File: src/rtl/vga_pkg.sv
// Shared VGA constants, colour type and sprite coordinate widths for the input-viewer renderers.
package vga_pkg;

  localparam int H_ACTIVE  = 640;
  localparam int V_ACTIVE  = 480;
  localparam int SPR_COL_W = 10;
  localparam int SPR_ROW_W = 8;

  typedef logic [11:0] color_t;

  // True when lo <= v < lo + len.
  function automatic logic in_span(input int v, input int lo, input int len);
    return (v >= lo) && (v < lo + len);
  endfunction

endpackage

File: src/rtl/button_debouncer.sv
// Two-flop synchronizer plus stability counter; o_stable flips only after the
// synchronized input has disagreed with it for DEBOUNCE_CYCLES consecutive cycles.
module button_debouncer #(
  parameter int DEBOUNCE_CYCLES = 250000
) (
  input  logic clk,
  input  logic reset,
  input  logic i_raw,
  output logic o_stable
);

  localparam int CNT_W = (DEBOUNCE_CYCLES > 1) ? $clog2(DEBOUNCE_CYCLES) : 1;
  localparam logic [CNT_W-1:0] CNT_LAST = CNT_W'(DEBOUNCE_CYCLES - 1);

  logic             r_sync1;
  logic             r_sync2;
  logic             r_stable;
  logic [CNT_W-1:0] r_cnt;

  always_ff @(posedge clk) begin
    if (reset) begin
      r_sync1  <= 1'b0;
      r_sync2  <= 1'b0;
      r_stable <= 1'b0;
      r_cnt    <= '0;
    end else begin
      r_sync1 <= i_raw;
      r_sync2 <= r_sync1;
      if (r_sync2 == r_stable) begin
        r_cnt <= '0;
      end else if (r_cnt == CNT_LAST) begin
        r_stable <= ~r_stable;
        r_cnt    <= '0;
      end else begin
        r_cnt <= r_cnt + 1'b1;
      end
    end
  end

  assign o_stable = r_stable;

endmodule

File: src/rtl/dpad_left_renderer.sv
// D-pad-left sprite renderer: 3-stage pixel pipeline (address, ROM data, output) with
// frame-latched debounced button. Define DPAD_TINT_EN to replace pressed fill with TINT_COLOR.
module dpad_left_renderer
  import vga_pkg::*;
#(
  parameter int          IMG_W           = 584,
  parameter int          IMG_H           = 167,
  parameter int          ORIGIN_X        = 28,
  parameter int          ORIGIN_Y        = 160,
  parameter logic [11:0] BG_COLOR        = 12'h000,
  parameter int          DEBOUNCE_CYCLES = 250000,
  parameter logic [11:0] TINT_COLOR      = 12'hF80
) (
  input  logic        clk,
  input  logic        reset,
  input  logic [9:0]  pix_x,
  input  logic [9:0]  pix_y,
  input  logic        video_on,
  input  logic        hsync_in,
  input  logic        vsync_in,
  input  logic        frame_start,
  input  logic        btn_left_raw,
  output logic [7:0]  rom_row,
  output logic [9:0]  rom_col,
  input  logic [11:0] fill_color,
  input  logic [11:0] outline_color,
  output logic [11:0] rgb,
  output logic        hsync_out,
  output logic        vsync_out,
  output logic        pressed
);

`ifdef DPAD_TINT_EN
  localparam logic TINT_ON = 1'b1;
`else
  localparam logic TINT_ON = 1'b0;
`endif

  localparam logic [9:0] ORG_X10 = 10'(ORIGIN_X);
  localparam logic [9:0] ORG_Y10 = 10'(ORIGIN_Y);

  logic                 w_in_box;
  logic [SPR_COL_W-1:0] w_col;
  logic [SPR_ROW_W-1:0] w_row;
  logic                 w_stable;
  color_t               w_fill_px;
  color_t               w_sprite_px;
  color_t               w_rgb_next;

  logic [SPR_ROW_W-1:0] r_rom_row;
  logic [SPR_COL_W-1:0] r_rom_col;
  logic                 r_in_box_a, r_video_a, r_hs_a, r_vs_a;
  logic                 r_in_box_b, r_video_b, r_hs_b, r_vs_b;
  color_t               r_rgb;
  logic                 r_hs_out, r_vs_out;
  logic                 r_pressed;

  button_debouncer #(
    .DEBOUNCE_CYCLES(DEBOUNCE_CYCLES)
  ) u_debounce (
    .clk     (clk),
    .reset   (reset),
    .i_raw   (btn_left_raw),
    .o_stable(w_stable)
  );

  assign w_in_box = in_span(int'(pix_x), ORIGIN_X, IMG_W) && in_span(int'(pix_y), ORIGIN_Y, IMG_H);
  assign w_col    = pix_x - ORG_X10;
  assign w_row    = 8'(pix_y - ORG_Y10);

  always_comb begin
    w_fill_px   = TINT_ON ? TINT_COLOR : fill_color;
    w_sprite_px = outline_color;
    if (r_pressed && (fill_color != 12'h000)) begin
      w_sprite_px = w_fill_px;
    end
    w_rgb_next = 12'h000;
    if (r_video_b) begin
      w_rgb_next = r_in_box_b ? w_sprite_px : BG_COLOR;
    end
  end

  always_ff @(posedge clk) begin
    if (reset) begin
      r_rom_row  <= '0;
      r_rom_col  <= '0;
      r_in_box_a <= 1'b0;
      r_video_a  <= 1'b0;
      r_hs_a     <= 1'b1;
      r_vs_a     <= 1'b1;
      r_in_box_b <= 1'b0;
      r_video_b  <= 1'b0;
      r_hs_b     <= 1'b1;
      r_vs_b     <= 1'b1;
      r_rgb      <= 12'h000;
      r_hs_out   <= 1'b1;
      r_vs_out   <= 1'b1;
    end else begin
      // Out-of-box pixels park the ROM address at 0 so it never runs off the image.
      r_rom_row  <= w_in_box ? w_row : '0;
      r_rom_col  <= w_in_box ? w_col : '0;
      r_in_box_a <= w_in_box;
      r_video_a  <= video_on;
      r_hs_a     <= hsync_in;
      r_vs_a     <= vsync_in;
      r_in_box_b <= r_in_box_a;
      r_video_b  <= r_video_a;
      r_hs_b     <= r_hs_a;
      r_vs_b     <= r_vs_a;
      r_rgb      <= w_rgb_next;
      r_hs_out   <= r_hs_b;
      r_vs_out   <= r_vs_b;
    end
  end

  // Sampling the registered stable state gives the pre-flip value on a coincident flip.
  always_ff @(posedge clk) begin
    if (reset) begin
      r_pressed <= 1'b0;
    end else if (frame_start) begin
      r_pressed <= w_stable;
    end
  end

  assign rom_row   = r_rom_row;
  assign rom_col   = r_rom_col;
  assign rgb       = r_rgb;
  assign hsync_out = r_hs_out;
  assign vsync_out = r_vs_out;
  assign pressed   = r_pressed;

endmodule

File: config.mk
export PLATFORM = sky130hd
export DESIGN_NAME = dpad_left_renderer
export DESIGN_NICKNAME = d
export VERILOG_FILES = /design/src/rtl/vga_pkg.sv /design/src/rtl/button_debouncer.sv /design/src/rtl/dpad_left_renderer.sv
export SDC_FILE = /design/constraint.sdc
export NUM_CORES = 1
export LEC_CHECK = 0
export ABC_AREA = 1
export CORE_MARGIN = 1.5
export CORE_UTILIZATION = 42
export DETAILED_ROUTE_END_ITERATION = 7
export GPL_TIMING_DRIVEN = 0
export PLACE_DENSITY = 0.76
export SETUP_SLACK_MARGIN = 0.15
export SLEW_MARGIN = 10
export SYNTH_ARGS = -nofsm -noshare
export SYNTH_HDL_FRONTEND = slang
export SYNTH_SLANG_ARGS = --single-unit
File: constraint.sdc
create_clock -name clk -period 1.6 [get_ports clk]
set_clock_uncertainty 0.2 [all_clocks]
set_input_delay 0.32 -clock clk [delete_from_list [all_inputs] [get_ports clk]]
set_output_delay 0.32 -clock clk [all_outputs]
set_load 0.02 [all_outputs]
After elaboration in Yosys (flattened, before gate mapping)

Index checks and enable logic that the tools add are counted.

Flip-flop bits (word level): 62
Bits in latches: 0
RAM bits: 0
Bits in read-only memories: 0
Bits of input ports: 51
Output and inout port bits: 33
Logic and storage cells: 42
Memories kept: 0

$add $sub $neg: 3
Multiply operators: 0
Div/mod/pow operators: 0
Order comparisons: 4
Equal/unequal tests: 2
Shifts and indexed selects: 0
Muxes and demuxes: 1
Bitwise logic cells: 5
Reduce and logical (&&, ||, !) cells: 9

Operators by type and width:

| operator              | number |
|---|---|
| $add 18x1->18 const B | 1 |
| $eq 18x18->1 const B  | 1 |
| $mux 12               | 1 |
| $reduce_bool 12->1    | 1 |
| $ge 10x5->1 const B   | 1 |
| $ge 10x8->1 const B   | 1 |
| $lt 10x10->1 const B  | 1 |
| $lt 10x9->1 const B   | 1 |
| $sub 10x5->10 const B | 1 |
| $sub 8x8->8 const B   | 1 |
| $reduce_or 3->1       | 2 |
| $not 1->1             | 5 |
| $logic_and 1x1->1     | 4 |
| $reduce_and 2->1      | 1 |
| $reduce_or 2->1       | 1 |
| $eq 1x1->1            | 1 |

Logic depth before layout (Yosys ltp)

Gate-level depths: netlist of run 1.

Word-level depth: 5
Gate-level depth with buffers: 9
Mapped depth without buffers: 8

Hierarchy

A second synthesis of run 1 with hierarchy kept.

Cell total of the unflattened synthesis: 362
Area, all modules: 2677.6 µm²

By module, submodules not included:

| module             | times used | cells an instance | area each (µm²) | sequential area each (µm²) |
|---|---|---|---|---|
| dpad_left_renderer | 1          | 215               | 1657.8          | 820.8 |
| button_debouncer   | 1          | 147               | 1019.7          | 420.4 |

Least setup slack after synthesis of run 1

Ideal clock, no wire load.

Kind: input port to flip-flop
Start: input pix_x[2]
End: register r_rom_col[4] (netlist: rom_col[4])
Library setup time: 121 ps
Arrival: 1203 ps
Data required time: 1279 ps
Setup slack: 77 ps
Stages on the path: 8
Buffers on the path: 1
Cells stage by stage: ha_1 > nand2_1 > nand3_2 > o21ai_1 > nor2_2 > nand2_4 > buf_12 > nor2_4

Longest elaborated chain between the ends: 5
Elaborated cells between the ends (all ways): 7
Classes of those cells: add/sub: 1; order compare: 2; bitwise: 1; reduce/logical: 3

RTL lines:

| element                                     | line                      | source |
|---|---|---|
| start: declaration                          | dpad_left_renderer.sv:16  | `input logic [9:0] pix_x,` |
| $ge 10x5->1 or $lt 10x10->1 (tied branches) | vga_pkg.sv:13             | `return (v >= lo) && (v < lo + len);` |
| $logic_and 1x1->1                           | vga_pkg.sv:13             |  |
| $logic_and 1x1->1                           | dpad_left_renderer.sv:67  | `assign w_in_box = in_span(int'(pix_x), ORIGIN_X, IMG_W) && in_span(int'(pix_y), ORIGIN_Y, IMG_H);` |
| $not 1->1 (no line)                         | n/a                       |  |
| $reduce_or 2->1 (no line)                   | n/a                       |  |
| end signal: assignment                      | dpad_left_renderer.sv:101 | `r_rom_col <= w_in_box ? w_col : '0;` |
| end: declaration                            | dpad_left_renderer.sv:51  | `logic [SPR_COL_W-1:0] r_rom_col;` |

Several ways; a longest one is shown, not always the timed one.
A chain may end at the register's enable or synchronous reset.

Final worst setup path of run 1

Start: register r_rgb[8] (netlist: rgb[8])
End: output rgb[8]

RTL lines:

| element                  | line                      | source |
|---|---|---|
| start: declaration       | dpad_left_renderer.sv:54  | `color_t r_rgb;` |
| start signal: assignment | dpad_left_renderer.sv:110 | `r_rgb <= w_rgb_next;` |
| end: declaration         | dpad_left_renderer.sv:27  | `output logic [11:0] rgb,` |

No word-level cell between the ends.

==> flow_metrics.py, run 1 <==
metrics = {
    "timing": {
        "slew_headroom_pct": 70.5,
        "hold_violations": 0,
        "rsz0062_at_grt": "true",
        "fmax_mhz": 706,
        "setup_viol": 0,
        "finalMaxSlewViolations": 0,
        "min_period_over_period_pct": 88.5,
        "worst_slew_pin_slew_ps": 442,
        "period_needed_ps": 1420,
    },
    "detailed_routing": {
        "first_pass_iters": 4,
        "wirelength_um": 6630,
        "vias_per_cell": 4.69,
        "drt_iter0_markers": 107,
        "drcViolationCount": 0,
        "vias": 2526,
        "wl_per_cell_um": 12.3,
        "ant_nets": 0,
    },
    "layout": {
        "stdcell_count": 539,
        "syn_to_final_growth_pct": 49.6,
        "fin_nets": 512,
        "finalInstanceArea_mm2": 0.00405,
        "drive_gt1_share_pct": 32.5,
        "antenna-diode-count": 0,
    },
    "synthesis": {
        "synth_compound_area_share_pct": 5.91,
        "yosys_warnings": 0,
        "synthAdderAreaFrac_pct": 1.85,
        "synth_top_area_cell": "dfxtp_1",
        "syn_avg_cell_area_um2": 7.96,
        "yosysMostFrequentCell": "dfxtp_1",
        "synth_cell_types": 31,
        "syn_nets": 395,
        "synthMuxAreaShare_pct": 0,
        "synthArstFlopShare_pct": 0,
        "synth_area_mm2": 0.00271,
        "synth_edf_count": 0,
        "synth_common_cells": "62 x dfxtp_1, 58 x nand2_1, 58 x nor2_1",
        "synthCells": 340,
        "synth_top_family_by_area": "simple AND/OR/NAND/NOR gates",
        "yosysSeqAreaShare_pct": 45.8,
        "yosys.area_share.simple_pct": 33.0,
        "synth_seq_cells": 62,
        "synth_top_area_share_pct": 45.8,
        "yosys.area_share.xor_xnor_pct": 5.50,
        "synth-main-ff-cell": "dfxtp_1",
        "synthTopCellsByArea": "dfxtp_1 46%, nand2_1 8.0%, nor2_1 8.0%, inv_1 5.4%, nand3_1 5.0%",
    },
    "global_route": {
        "grt_max_degree": 13,
        "grt_overflow": 0,
        "grt_pass1_wl_um": 10900,
        "antenna_found_initial": 0,
        "grt_pass1_vias": 2535,
        "grtUsageTotal_pct": 19.6,
    },
    "clocking": {
        "cts_tree": "done",
        "root_buffer": "clkbuf_8",
        "cts_sinks": 62,
        "clk_path_buf_depth": 2,
        "clk_pin_slew_ps": 70,
        "clock_latency_ps": 340,
        "numCtsBuffers": 9,
        "htreeDepth": 3,
    },
    "die": {
        "fp.dieH_um": 83.3,
        "core_mm2": 0.00628,
        "fp.dieArea_mm2": 0.00694,
        "initial_utilization_pct": 43.1,
        "fp-row-count": 29,
        "die_x_um": 83.3,
        "io_pins": 84,
    },
    "setup_path": {
        "critPathKind": "flip-flop to output port",
        "crit_chain": "clkdlybuf4s15_2",
        "startpoint_type": "flip-flop",
        "crit_arrival_ps": 900,
        "crit_fanout": 1,
        "cp_slowest_cell": "dfxtp_1",
        "path_buf_inv": 1,
        "max_stage_delay_ps": 310,
        "critPathTopFamily": "flip-flops",
        "endpoint_kind": "output port",
        "worstPathRequired_ps": 1080,
    },
    "status": {
        "outcome": "complete, no violations",
    },
    "place": {
        "dp_hpwl_um": 4370,
        "dp.cells": 500,
        "gp_congestion": 0.897,
        "io_buffers": 83,
        "placed_area_mm2": 0.00369,
    },
    "pwr": {
        "p_total_mw": 3.23,
        "p_per_area_mw_per_mm2": 797,
        "power_leakage_nw": 1.81,
        "ir_drop_uv": 600,
    },
    "run": {
        "max_cap_violations": 0,
    },
    "min_path": {
        "hold_class": "primary input to flip-flop",
    },
}
-- area by class of cell --
type | instances | area, um2
Inverter | 43 | 165
Clock buffer | 10 | 138
Buffer | 7 | 65.1
Sequential cell | 62 | 1260
Timing Repair Buffer | 106 | 905
Fill cell | 523 | 2230
Clock inverter | 6 | 45.0
Tap cell | 77 | 96.3
Multi-Input combinational cell | 228 | 1380
-- per-stage QoR --
stage | TNS (ps) | util [%] | setup WS, ps | hold WS, ps
3_3_place_gp | -19240 | 58.7 | -661 | 190
4_1_cts | 0 | 64.6 | 150 | 17.8
3_5_place_dp | -20110 | 58.7 | -676 | 193
5_1_grt | 0 | 64.5 | 132 | 15.0
6_report | 0 | 64.5 | 184 | 33.2
2_1_floorplan | 0 | - | 153 | 185
-- power by group --
| part | total [mW] | leakage [nW] | internal (mW) | switching [mW] |
|---|---|---|---|---|
| Combinational | 0.376 | 1.21 | 0.197 | 0.180 |
| Clock | 1.27 | 0.0853 | 0.611 | 0.663 |
| Sequential | 1.58 | 0.509 | 1.57 | 0.00903 |
| Total | 3.23 | 1.81 | 2.37 | 0.852 |
-- final timing paths --
check	endpoint	from	cells after the start	slack, ps
setup reg to reg	u_debounce.r_cnt[13]$_SDFF_PP0_	u_debounce.r_cnt[0]$_SDFF_PP0_	6	200
setup / recovery	rgb[8]	rgb[8]$_SDFF_PP0_	1	180
hold / removal	rom_col[2]$_SDFF_PP0_	pix_x[2]	2	30
hold reg to reg	r_in_box_b$_SDFF_PP0_	r_in_box_a$_SDFF_PP0_	2	210
-- cells by family (layout without fill, tap and decap cells) --
logic type	after synthesis	after routing
AND/OR/NAND/NOR	181	181
flip-flops	62	62
buffers and inverters	50	172
AO/OA/AOI/OAI	26	26
XOR/XNOR	17	17
adder cells (fa/ha/maj)	4	4
-- cell usage in the layout, fill, tap and decap left out, types with 3 or more instances in the layout --
cell	n
inv_2	7
inv_1	34
clkbuf_1	3
clkdlybuf4s50_1	21
clkbuf_8	10
buf_2	32
a21oi_1	8
or2_2	6
ha_4	3
buf_12	3
nand2_1	54
dlymetal6s2s_1	10
buf_6	6
xnor2_1	4
nor2_2	13
nor2_4	12
dfxtp_1	50
nand3_2	3
nor2_1	49
dfxtp_2	10
clkinvlp_4	3
nand2_4	4
nand3_1	25
buf_4	18
nand4_1	4
a21boi_1	10
dlygate4sd2_1	16
xor2_1	13
nand2_2	4
-- flip-flops by register name (all words and copies together) (netlist names) --
signal and flops:
r_vs_b 1, rom_col 10, r_video_b 1, rgb 12
pressed 1, r_video_a 1, r_in_box_b 1, u_debounce.r_sync2 1
hsync_out 1, u_debounce.r_cnt 18, u_debounce.o_stable 1, rom_row 8
r_hs_a 1, r_hs_b 1, u_debounce.r_sync1 1, vsync_out 1
r_vs_a 1, r_in_box_a 1
-- metal layers --
metal  track usage (%)  part of all wire [%]
met1              22.0                    41
met2              34.0                    51
met3              6.86                   6.0
met4              8.03                   1.7
met5                 0                     0
-- repair_timing --
action                                  4_1_cts  5_1_grt
endpoints found under the hold margin         0        0
pin swaps                                    14       29
hold buffers                                  0        0
cloned                                        2        1
endpoints found under the setup margin       80       73
buffers inserted                             17        3
resized for setup                           151       67
Note: power is estimated with default switching activity, not from simulation.
==> run 2: changes to the inputs <==
--- a/config.mk
+++ b/config.mk
@@ -16,3 +16,4 @@
 export SYNTH_ARGS = -nofsm -noshare
 export SYNTH_HDL_FRONTEND = slang
 export SYNTH_SLANG_ARGS = --single-unit
+export TNS_END_PERCENT = 100
==> results of run 2 <==
The final DEF is identical to that of run 1; final timing and power are the same.
